## src/rtl/osd_dem_uart_rx_if.sv

```systemverilog
// Bus bundle for osd_dem_uart_rx: DII flit input from the ring and the character output to the sink.
// The slave modport is the receiver; the master modport is the ring/sink side.
interface osd_dem_uart_rx_if;
    localparam int unsigned FLIT_W = 16;
    localparam int unsigned CHAR_W = 8;

    logic              debug_in_valid;
    logic              debug_in_last;
    logic [FLIT_W-1:0] debug_in_data;
    logic              debug_in_ready;
    logic [CHAR_W-1:0] in_char;
    logic              in_valid;
    logic              in_ready;

    modport master (
        output debug_in_valid, debug_in_last, debug_in_data, in_ready,
        input  debug_in_ready, in_char, in_valid
    );

    modport slave (
        input  debug_in_valid, debug_in_last, debug_in_data, in_ready,
        output debug_in_ready, in_char, in_valid
    );
endinterface

```

## src/rtl/osd_dem_uart_rx.sv

```systemverilog
// Debug UART receive path: parses DII event packets addressed to id and queues one char per payload flit.
// Optional OSD_DEM_UART_RX_DROP_EN: never backpressure, drop chars while full and count them.
module osd_dem_uart_rx #(
    parameter int unsigned DEPTH = 8,
    parameter int unsigned CNT_W = 16
) (
    input  logic             clk,
    input  logic             rst,
    osd_dem_uart_rx_if.slave bus,
    input  logic [9:0]       id,
    output logic [CNT_W-1:0] drop_count
);
    localparam int unsigned IDX_W  = $clog2(DEPTH);
    localparam int unsigned PTR_W  = IDX_W + 1;
    localparam int unsigned CHAR_W = 8;

    typedef enum logic [1:0] {
        ST_DEST,
        ST_HDR,
        ST_PAYLOAD,
        ST_DISCARD
    } state_t;

    state_t            state_q;
    state_t            state_d;
    logic [CHAR_W-1:0] mem [DEPTH];
    logic [PTR_W-1:0]  wr_ptr_q;
    logic [PTR_W-1:0]  rd_ptr_q;
    logic              empty;
    logic              full;
    logic              in_payload;
    logic              flit_acc;
    logic              push;
    logic              pop;
    logic              hdr_ok;

    assign empty      = (wr_ptr_q == rd_ptr_q);
    assign full       = (wr_ptr_q[PTR_W-1] != rd_ptr_q[PTR_W-1]) &&
                        (wr_ptr_q[IDX_W-1:0] == rd_ptr_q[IDX_W-1:0]);
    assign in_payload = (state_q == ST_PAYLOAD);
    assign hdr_ok     = (bus.debug_in_data[15:14] == 2'b10) && (bus.debug_in_data[13:10] == 4'b0000);

`ifdef OSD_DEM_UART_RX_DROP_EN
    assign bus.debug_in_ready = 1'b1;
`else
    // Full is judged before any same-cycle pop, so a full FIFO never passes a char through.
    assign bus.debug_in_ready = !(in_payload && full);
`endif

    assign flit_acc     = bus.debug_in_valid && bus.debug_in_ready;
    assign push         = flit_acc && in_payload && !full;
    assign pop          = !empty && bus.in_ready;
    assign bus.in_valid = !empty;
    assign bus.in_char  = empty ? CHAR_W'(0) : mem[rd_ptr_q[IDX_W-1:0]];

    // Packet parser state register
    always_ff @(posedge clk) begin
        if (rst) begin
            state_q <= ST_DEST;
        end else begin
            state_q <= state_d;
        end
    end

    // Next state: advance only on an accepted flit; last always returns to DEST
    always_comb begin
        state_d = state_q;
        if (flit_acc) begin
            case (state_q)
                ST_DEST: state_d = (bus.debug_in_data[9:0] == id) ? ST_HDR : ST_DISCARD;
                ST_HDR:  state_d = hdr_ok ? ST_PAYLOAD : ST_DISCARD;
                default: state_d = state_q;
            endcase
            if (bus.debug_in_last) begin
                state_d = ST_DEST;
            end
        end
    end

    // FIFO pointers; extra MSB distinguishes full from empty
    always_ff @(posedge clk) begin
        if (rst) begin
            wr_ptr_q <= '0;
            rd_ptr_q <= '0;
        end else begin
            if (push) begin
                wr_ptr_q <= wr_ptr_q + PTR_W'(1);
            end
            if (pop) begin
                rd_ptr_q <= rd_ptr_q + PTR_W'(1);
            end
        end
    end

    always_ff @(posedge clk) begin
        if (push) begin
            mem[wr_ptr_q[IDX_W-1:0]] <= bus.debug_in_data[CHAR_W-1:0];
        end
    end

`ifdef OSD_DEM_UART_RX_DROP_EN
    logic [CNT_W-1:0] drop_q;

    // Saturating count of payload chars that arrived while full
    always_ff @(posedge clk) begin
        if (rst) begin
            drop_q <= '0;
        end else if (flit_acc && in_payload && full && (drop_q != {CNT_W{1'b1}})) begin
            drop_q <= drop_q + CNT_W'(1);
        end
    end

    assign drop_count = drop_q;
`else
    assign drop_count = '0;
`endif
endmodule
```

## src/flat_wrapper.sv

```systemverilog
// flat-port wrapper written by rule: the top's interface ports become plain ports
module osd_dem_uart_rx_flat 
#(
    parameter int unsigned DEPTH = 8,
    parameter int unsigned CNT_W = 16
)
  (clk, rst, id, drop_count, bus_debug_in_valid, bus_debug_in_last, bus_debug_in_data, bus_in_ready, bus_debug_in_ready, bus_in_char, bus_in_valid);
  osd_dem_uart_rx_if bus_i ();
  input  logic clk;
  input  logic rst;
  input  logic [9:0] id;
  output logic [CNT_W-1:0] drop_count;
  input wire logic [$bits(bus_i.debug_in_valid)-1:0] bus_debug_in_valid;
  input wire logic [$bits(bus_i.debug_in_last)-1:0] bus_debug_in_last;
  input wire logic [$bits(bus_i.debug_in_data)-1:0] bus_debug_in_data;
  input wire logic [$bits(bus_i.in_ready)-1:0] bus_in_ready;
  output wire logic [$bits(bus_i.debug_in_ready)-1:0] bus_debug_in_ready;
  output wire logic [$bits(bus_i.in_char)-1:0] bus_in_char;
  output wire logic [$bits(bus_i.in_valid)-1:0] bus_in_valid;
  assign bus_i.debug_in_valid = bus_debug_in_valid;
  assign bus_i.debug_in_last = bus_debug_in_last;
  assign bus_i.debug_in_data = bus_debug_in_data;
  assign bus_i.in_ready = bus_in_ready;
  assign bus_debug_in_ready = bus_i.debug_in_ready;
  assign bus_in_char = bus_i.in_char;
  assign bus_in_valid = bus_i.in_valid;
  osd_dem_uart_rx #(.DEPTH(DEPTH), .CNT_W(CNT_W)) u_core (.clk(clk), .rst(rst), .bus(bus_i), .id(id), .drop_count(drop_count));
endmodule
```

## config.mk

```make
export PLATFORM = sky130hd
export DESIGN_NAME = osd_dem_uart_rx_flat
export DESIGN_NICKNAME = d
export VERILOG_FILES = /design/src/rtl/osd_dem_uart_rx_if.sv /design/src/rtl/osd_dem_uart_rx.sv /design/src/flat_wrapper.sv
export SDC_FILE = /design/constraint.sdc
export NUM_CORES = 1
export LEC_CHECK = 0
export CAP_MARGIN = 10
export CORE_UTILIZATION = 55
export DETAILED_ROUTE_END_ITERATION = 8
export DONT_BUFFER_PORTS = 1
export MAX_ROUTING_LAYER = met4
export PLACE_DENSITY_LB_ADDON = 0.05
export SETUP_SLACK_MARGIN = 0.1
export SLEW_MARGIN = 10
export SYNTH_ARGS = -nofsm -noshare
export SYNTH_HDL_FRONTEND = slang
export SYNTH_SLANG_ARGS = --single-unit
```

## constraint.sdc

```tcl
create_clock -name clk -period 2.3 [get_ports clk]
set_input_delay 0.46 -clock clk [delete_from_list [all_inputs] [get_ports clk]]
set_output_delay 0.46 -clock clk [all_outputs]
set_load 0.02 [all_outputs]
```

### Yosys cells after proc, flatten, opt, wreduce, memory -nomap -nowiden

Memories as Yosys holds them, arrays and structs flattened. A register that Yosys moved wholly into a read port is not among the register bits.
Cells that the tools add are included.

* word-level logic and storage cells: 36
* memory bits (writable): 64
* register bits after elaboration: 10
* memories: 1
* output and inout bits: 26

Memories
* u_core.mem: depth 8, width 8, read ports 1, clocked after Yosys merged registers in 1, wr ports 1, line osd_dem_uart_rx.sv:26 `logic [CHAR_W-1:0] mem [DEPTH];`

* mux-type cells: 9
* add/subtract/negate cells: 2
* reductions and logical operators: 14
* eq/ne operators: 7

Operators with widths (count)
* 10-bit equality test: 1
* 4-bit by 1-bit adder with 4-bit output, second input constant: 2
* 8-bit two-way mux: 1
* 1-bit logical AND: 7
* 3-bit two-way mux: 2
* 2-bit equality test, second input constant: 2
* 4-bit equality test: 1
* 4-bit zero test: 1
* 2-bit two-way mux: 2
* 2-bit case mux with 2 select lines: 1
* 3-bit equality test: 1
* 1-bit zero test: 3
* 1-bit two-way mux: 3
* 3-bit nonzero test: 1
* 2-bit by 1-bit equality test with 1-bit output, second input constant: 1
* 2-bit zero test: 1
* 2-bit AND reduction: 1
* 1-bit inequality test: 1

### Depth between registers and ports, before layout

Gate-level depths: netlist (run 1).

* depth in word-level cells: 9
* depth in mapped cells: 6
* depth with buffers taken out: 4

### Worst setup path before layout (run 1)

No wires, ideal clock.

* path kind: register to register
* start point: reg u_core.wr_ptr_q[1]
* end point: mem u_core.mem[3][0], enable pin
* stages on the path, launching flop included: 7
* buffers on the path: 2
* data arrival time: 1.829 ns
* clock period less this slack: 2.213 ns
* library setup time: 0.383 ns
* slack: 0.087 ns
* data required time: 1.917 ns
* cell sequence: dfxtp_1 buf_6 xor2_2 nor4_4 or2_1 buf_6 nor3_1

* cells in the longest elaborated chain, start to end: 9
* elaborated cells between the ends (all ways): 10
* those cells by class: 1 x eq/ne; 2 x mux; 7 x reduce/logical

RTL lines
* start, declared: line osd_dem_uart_rx.sv:27 `logic [PTR_W-1:0] wr_ptr_q;`
* start signal, assigned: line osd_dem_uart_rx.sv:87 `wr_ptr_q <= wr_ptr_q + PTR_W'(1);`
* 3-bit equality test: line osd_dem_uart_rx.sv:39 `(wr_ptr_q[IDX_W-1:0] == rd_ptr_q[IDX_W-1:0]);`
* 1-bit logical AND: line osd_dem_uart_rx.sv:38 `assign full = (wr_ptr_q[PTR_W-1] != rd_ptr_q[PTR_W-1]) &&`
* 1-bit logical AND: line osd_dem_uart_rx.sv:47 `assign bus.debug_in_ready = !(in_payload && full);`
* 1-bit zero test: line osd_dem_uart_rx.sv:47
* 1-bit logical AND: line osd_dem_uart_rx.sv:50 `assign flit_acc = bus.debug_in_valid && bus.debug_in_ready;`
* 1-bit logical AND (2 in a row): line osd_dem_uart_rx.sv:51 `assign push = flit_acc && in_payload && !full;`
* 1-bit two-way mux: line osd_dem_uart_rx.sv:96 `if (push) begin`
* 1-bit two-way mux (not written as such): line osd_dem_uart_rx.sv:97 `mem[wr_ptr_q[IDX_W-1:0]] <= bus.debug_in_data[CHAR_W-1:0];`
* end, declared: line osd_dem_uart_rx.sv:26

Parallel ways exist; a longest one is shown, timed or not.

### Final worst setup path (run 1)

* start point: reg u_core.rd_ptr_q[1]
* end point: out bus_in_char[5]

* cells in the longest elaborated chain, start to end: 2

RTL lines
* start, declared: line osd_dem_uart_rx.sv:28 `logic [PTR_W-1:0] rd_ptr_q;`
* start signal, assigned: line osd_dem_uart_rx.sv:90 `rd_ptr_q <= rd_ptr_q + PTR_W'(1);`
* 4-bit equality test: line osd_dem_uart_rx.sv:37 `assign empty = (wr_ptr_q == rd_ptr_q);`
* 8-bit two-way mux: line osd_dem_uart_rx.sv:54 `assign bus.in_char = empty ? CHAR_W'(0) : mem[rd_ptr_q[IDX_W-1:0]];`
* end, declared: line flat_wrapper.sv:18 `output wire logic [$bits(bus_i.in_char)-1:0] bus_in_char;`

No other way between the ends.

==> impl_metrics.env, run 1 <==
export IMPL_status="finished clean"
export IMPL_netlist_area_mm2=0.00348
export IMPL_drive_gt1_share_pct=35.7
export IMPL_die_h_um=81.5
export IMPL_ys_ff_latch=77
export IMPL_maxCapViolations=0
export IMPL_ff2ff_path_depth=6
export IMPL_hp_class="in -> reg"
export IMPL_seqPwrFrac_pct=57.0
export IMPL_clock_path_buffers=2
export IMPL_die_x_um=81.5
export IMPL_hpwl_mm=4.59
export IMPL_hold_path_cell_count=1
export IMPL_power_density_mw_per_mm2=675
export IMPL_power_share_switching_pct=24.7
export IMPL_ir_worst_vdd_v=0.000452
export IMPL_fin_area_mm2=0.00396
export IMPL_num_vias=1825
export IMPL_clk_pin_slew_ps=80
export IMPL_ys_warn_count=0
export IMPL_antenna_found_initial=0
export IMPL_syn2layout_area_growth_pct=13.9
export IMPL_cts_tree="yes"
export IMPL_synth_seq_area_share_pct=62.7
export IMPL_grt_setup_unrepaired="yes"
export IMPL_die_area_mm2=0.00665
export IMPL_nets=266
export IMPL_skew_ps=9.46
export IMPL_yosys_cell_types_count=40
export IMPL_drcViolationCount=0
export IMPL_critPathMaxFanout=5
export IMPL_pwr_share_comb_pct=9.2
export IMPL_rows=28
export IMPL_cp_required_ps=1840
export IMPL_grt_pass1_vias=1850
export IMPL_netlist_instances=214
export IMPL_clock_sinks=77
export IMPL_drt_iter0_drc=78
export IMPL_initial_core_util_pct=57.7
export IMPL_fp_coreArea_mm2=0.00603
export IMPL_hold_violations=0
export IMPL_arrival_ps=1740
export IMPL_htreeDepth=3
export IMPL_fillCellCount=422
export IMPL_p_int_mw=2.01
export IMPL_wl_per_cell_um=21.5
export IMPL_wl_mm=6.73
export IMPL_drv_slew=0
export IMPL_grt_usage_pct=23.4
export IMPL_io_buffer_count=0
export IMPL_power_switching_mw=0.662
export IMPL_ant_nets=0
export IMPL_clkPwrFrac_pct=33.8
export IMPL_crit_type="reg -> out"
export IMPL_gp_congestion=0.833
export IMPL_max_freq_mhz=455
export IMPL_total_power_mw=2.68
export IMPL_io_pins=57
export IMPL_period_share_pct=95.6
export IMPL_final_setup_viol_count=0
export IMPL_crit_path_end_kind="primary output"
export IMPL_cts_hold_fix_buffers=0
export IMPL_placed_area_mm2=0.00357
export IMPL_synthArstFlopShare_pct=0
export IMPL_grt_max_degree=17
export IMPL_startpoint_type="flop"
export IMPL_synth_flop_cell="edfxtp_1"
export IMPL_dr_pass1_iters=4
export IMPL_n_antenna_cell=0
export IMPL_whs_ps=159
export IMPL_overflow=0
export IMPL_synth_edf_count=64
export IMPL_cts_root_buf="clkbuf_8"
export IMPL_power_leakage_nw=1.25
export IMPL_period_needed_ps=2200
export IMPL_syn_area_per_cell_um2=16.3
export IMPL_grt_pass1_wl_mm=10.1
export IMPL_maxSlewHeadroom_pct=54.3
export IMPL_viasPerCell=5.83
export IMPL_tightest_slew_ps=684
export IMPL_cts_buffers=9
export IMPL_insertion_delay_ps=360
## power groups by stage
stage | sequential, mW | combinational, mW | clock (mW)
after floorplan | 1.56 | 0.184 | 0
after global placement | 1.56 | 0.194 | 0
after detailed placement | 1.56 | 0.199 | 0
after CTS | 1.53 | 0.220 | 0.918
after global routing | 1.53 | 0.267 | 0.980
final | 1.53 | 0.246 | 0.904
## area by class of cell
class / instances / area (µm²) / area share [%]
Tap cell: 75 / 93.8 / 2.37
Clock inverter: 7 / 50.0 / 1.26
Clock buffer: 9 / 124 / 3.13
Multi-Input combinational cell: 122 / 1290 / 32.5
Inverter: 3 / 15.0 / 0.379
Sequential cell: 77 / 2200 / 55.5
Timing Repair Buffer: 20 / 194 / 4.89
## critical path, stage by stage (launching register included)
cell and delay [ps]:
dfxtp_4 370, xor2_4 190, buf_6 130, nor4_4 300
buf_4 170, buf_6 130, nor2_2 80
## registers in the layout, indices dropped and copies added (netlist names), named ones only
register,flops
u_core.rd_ptr_q,4
u_core.state_q,2
u_core.wr_ptr_q,4
u_core.mem,64
## per-stage QoR
step / TNS (ps) / setup WS, ps / instances / utilization [%]
final: 0 / 101 / 313 / 65.8
after global routing: 0 / 32.7 / 313 / 65.8
after CTS: 0 / 89.5 / 308 / 63.5
after detailed placement: -11.4 / -1.75 / 291 / 59.3
after global placement: 0 / 133 / 291 / 59.3
after floorplan: 0 / 119 / 229 / -
## what timing repair did
item                       in CTS  in global routing
setup endpoints to repair      26                 17
gates resized for setup        16                 23
pin swaps                       2                  4
buffers inserted                0                  4
gates cloned                    1                  1
## per-layer routing
metal / part of all wire [%] / up-vias / track usage, %
met5: 0 / - / -
met4: 1.9 / 0 / 10.2
met3: 5.8 / 13 / 7.00
met2: 47 / 62 / 33.6
met1: 45 / 929 / 31.0
li1: - / 821 / -
## final timing paths
path,startpoint,to,slack [ps]
setup / recovery,u_core.rd_ptr_q[1]$_SDFFE_PP0P_,bus_in_char[5],100
hold / removal,rst,u_core.rd_ptr_q[0]$_SDFFE_PP0P_,160
setup reg to reg,u_core.rd_ptr_q[3]$_SDFFE_PP0P_,u_core.mem[4][3]$_DFFE_PP_,150
hold reg to reg,u_core.state_q[0]$_SDFFE_PP0P_,u_core.state_q[0]$_SDFFE_PP0P_,580
## cell usage in the layout, fill, tap and decap left out, drive strengths merged, types with 3 or more instances in the layout
master	instances
nor4b	4
xnor2	11
mux2i	9
conb	16
nand2	3
or3	3
o21ai	7
inv	3
xor2	5
dfxtp	13
clkinvlp	6
nor4	4
edfxtp	64
clkbuf	9
nor2	17
buf	20
nand4	3
mux4	16
a21oi	4
nor2b	4
## Yosys cell counts, drive strengths merged, types with 2 or more instances
| cell type | number | area [µm²] |
|---|---|---|
| nor4b | 4 | 68.8 |
| buf | 23 | 173 |
| or3 | 3 | 18.8 |
| a21oi | 4 | 20.0 |
| nand2b | 2 | 12.5 |
| clkbuf | 4 | 15.0 |
| nor2b | 4 | 25.0 |
| dfxtp | 13 | 260 |
| xor2 | 5 | 77.6 |
| mux2 | 2 | 30.0 |
| and4b | 2 | 20.0 |
| xnor2 | 11 | 96.3 |
| nand3 | 2 | 10.0 |
| nor2 | 17 | 66.3 |
| mux4 | 16 | 360 |
| nor4 | 4 | 46.3 |
| nand2 | 3 | 11.3 |
| o21ai | 7 | 35.0 |
| nand4 | 3 | 18.8 |
| mux2i | 9 | 90.1 |
| ha | 2 | 25.0 |
| edfxtp | 64 | 1920 |
| inv | 3 | 11.3 |
## logic make-up (layout without fill, tap and decap cells)
| group | Yosys count | count (layout) | synth area share (%) |
|---|---|---|---|
| AO/OA/AOI/OAI | 14 | 14 | 2.80 |
| XOR/XNOR | 16 | 16 | 5.00 |
| adder cells (fa/ha/maj) | 2 | 2 | 0.719 |
| buffers and inverters | 30 | 39 | 5.72 |
| flip-flops | 77 | 77 | 62.7 |
| multiplexers | 27 | 27 | 13.8 |
| other | 1 | 16 | 0.108 |
| AND/OR/NAND/NOR | 47 | 47 | 9.13 |
Power figures use the tool's default switching activity.
==> run 2: changes to the inputs <==
Clock period 2.3 ns to 2.2 ns, I/O delays scaled along.
==> run 2 against run 1 <==
Hold slack about the same. Critical path depth unchanged. Cell count up 4.2%. Cell area up 5.0%. Register-to-register slack better by 100 ps. Sequential power up 5%.
==> impl_metrics.env, run 2 (synthesis results as in run 1) <==
export IMPL_hp_class="in -> reg"
export IMPL_num_vias=1886
export IMPL_final_common_cell="edfxtp_1"
export IMPL_rows=28
export IMPL_maxSlewHeadroom_pct=56.1
export IMPL_tightest_slew_ps=653
export IMPL_crit_type="reg -> out"
export IMPL_grt_pass1_wl_mm=10.5
export IMPL_period_share_pct=98.8
export IMPL_drcViolationCount=0
export IMPL_arrival_ps=1730
export IMPL_clock_path_buffers=2
export IMPL_power_density_mw_per_mm2=701
export IMPL_power_leakage_nw=1.36
export IMPL_grt_usage_pct=23.7
export IMPL_largest_reg_flops=64
export IMPL_die_h_um=81.5
export IMPL_overflow=0
export IMPL_nets=279
export IMPL_crit_family="buffers and inverters"
export IMPL_total_power_mw=2.92
export IMPL_clock_sinks=77
export IMPL_htreeDepth=3
export IMPL_status="finished clean"
export IMPL_grt_setup_unrepaired="yes"
export IMPL_slowest_delay_ps=370
export IMPL_crit_buf_inv=3
export IMPL_placed_area_mm2=0.00365
export IMPL_grt_pass1_vias=1959
export IMPL_skew_ps=4.15
export IMPL_gp_congestion=0.774
export IMPL_crit_path_end_kind="primary output"
export IMPL_cts_buffers=9
export IMPL_n_antenna_cell=0
export IMPL_insertion_delay_ps=340
export IMPL_ir_worst_vdd_v=0.000479
export IMPL_post_route_util_pct=69.0
export IMPL_maxCapViolations=0
export IMPL_cts_tree="yes"
export IMPL_layout_common_cells="edfxtp_1 (64), buf_4 (28), mux4_2 (16), conb_1 (16), xnor2_1 (11)"
export IMPL_fin_area_mm2=0.00416
export IMPL_dr_pass1_iters=4
export IMPL_wl_mm=7.01
export IMPL_antenna_found_initial=0
export IMPL_die_x_um=81.5
export IMPL_drv_slew=0
export IMPL_fp_coreArea_mm2=0.00603
export IMPL_io_buffer_count=0
export IMPL_cp_required_ps=1760
export IMPL_cts_hold_fix_buffers=0
export IMPL_drive_gt1_share_pct=40.2
export IMPL_ant_nets=0
export IMPL_die_area_mm2=0.00665
export IMPL_cts_root_buf="clkbuf_8"
export IMPL_drt_iter0_drc=167
export IMPL_critical_path_slowest_cell="dfxtp_4"
export IMPL_io_pins=57
export IMPL_final_setup_viol_count=0
export IMPL_startpoint_type="flop"
export IMPL_hpwl_mm=4.76
export IMPL_grt_max_degree=17
export IMPL_whs_ps=159
export IMPL_hold_violations=0
export IMPL_wl_per_cell_um=21.5
export IMPL_initial_core_util_pct=57.7
export IMPL_viasPerCell=5.79
export IMPL_critPathMaxFanout=5
export IMPL_syn2layout_area_growth_pct=19.6
export IMPL_max_freq_mhz=460
export IMPL_period_needed_ps=2170
export IMPL_clk_pin_slew_ps=70
export IMPL_crit_chain="xor2_4, buf_6, nor4_4, buf_4, buf_12, nor2_4"
export IMPL_final_setup_tns_ps=0
==> run 2: path summary, 6_finish.rpt <==
path / startpoint / end / slack, ps / cells after the start
max: u_core.rd_ptr_q[0]$_SDFFE_PP0P_ / bus_in_char[3] / 30 / 6
min: rst / u_core.rd_ptr_q[0]$_SDFFE_PP0P_ / 160 / 1
max reg2reg: u_core.rd_ptr_q[3]$_SDFFE_PP0P_ / u_core.mem[4][4]$_DFFE_PP_ / 250 / 6
min reg2reg: u_core.rd_ptr_q[3]$_SDFFE_PP0P_ / u_core.rd_ptr_q[3]$_SDFFE_PP0P_ / 550 / 2
==> run 2: power by group <==
part,switching [mW],total [mW],leakage [nW],internal (mW)
clock,0.490,1.00,0.0904,0.512
sequential,0.0103,1.60,0.686,1.59
combinational,0.168,0.320,0.588,0.152
total,0.668,2.92,1.36,2.25
==> run 2: per-stage QoR <==
step | std cells | setup WS [ps]
3_3_place_gp | 301 | 162
6_report | 326 | 26.2
5_1_grt | 326 | -26.1
2_1_floorplan | 229 | 42.5
3_5_place_dp | 301 | 76.0
4_1_cts | 321 | 21.1
==> run 2: timing repair <==
item	4_1_cts	5_1_grt
buffers inserted	2	5
setup endpoints to repair	17	25
cloned	2	0
gates resized for setup	24	37
pin swaps	2	8
==> run 2: per-layer routing <==
metal | wire length [µm] | track usage (%) | vias to the layer above
li1 | - | - | 845
met1 | 2800 | 30.6 | 944
met2 | 3610 | 36.9 | 89
met3 | 536 | 5.56 | 8
met4 | 72 | 8.39 | 0
met5 | 0 | - | -
==> run 2: cell type report <==
| class | count | area (µm²) |
|---|---|---|
| clock buffers | 10 | 128 |
| clock inverters | 6 | 53.8 |
| fillers | 403 | 1870 |
| inverters | 3 | 18.8 |
| multi-input cells | 122 | 1360 |
| flip-flops and latches | 77 | 2200 |
| well taps | 75 | 93.8 |
| repair buffers | 33 | 309 |
==> run 2: worst reg2reg max path, stage by stage (launching register included) <==
cell	delay, ps
dfxtp_2	350
xnor2_1	270
nor4_4	90
or2_1	290
buf_4	190
nor4b_4	280
buf_4	210
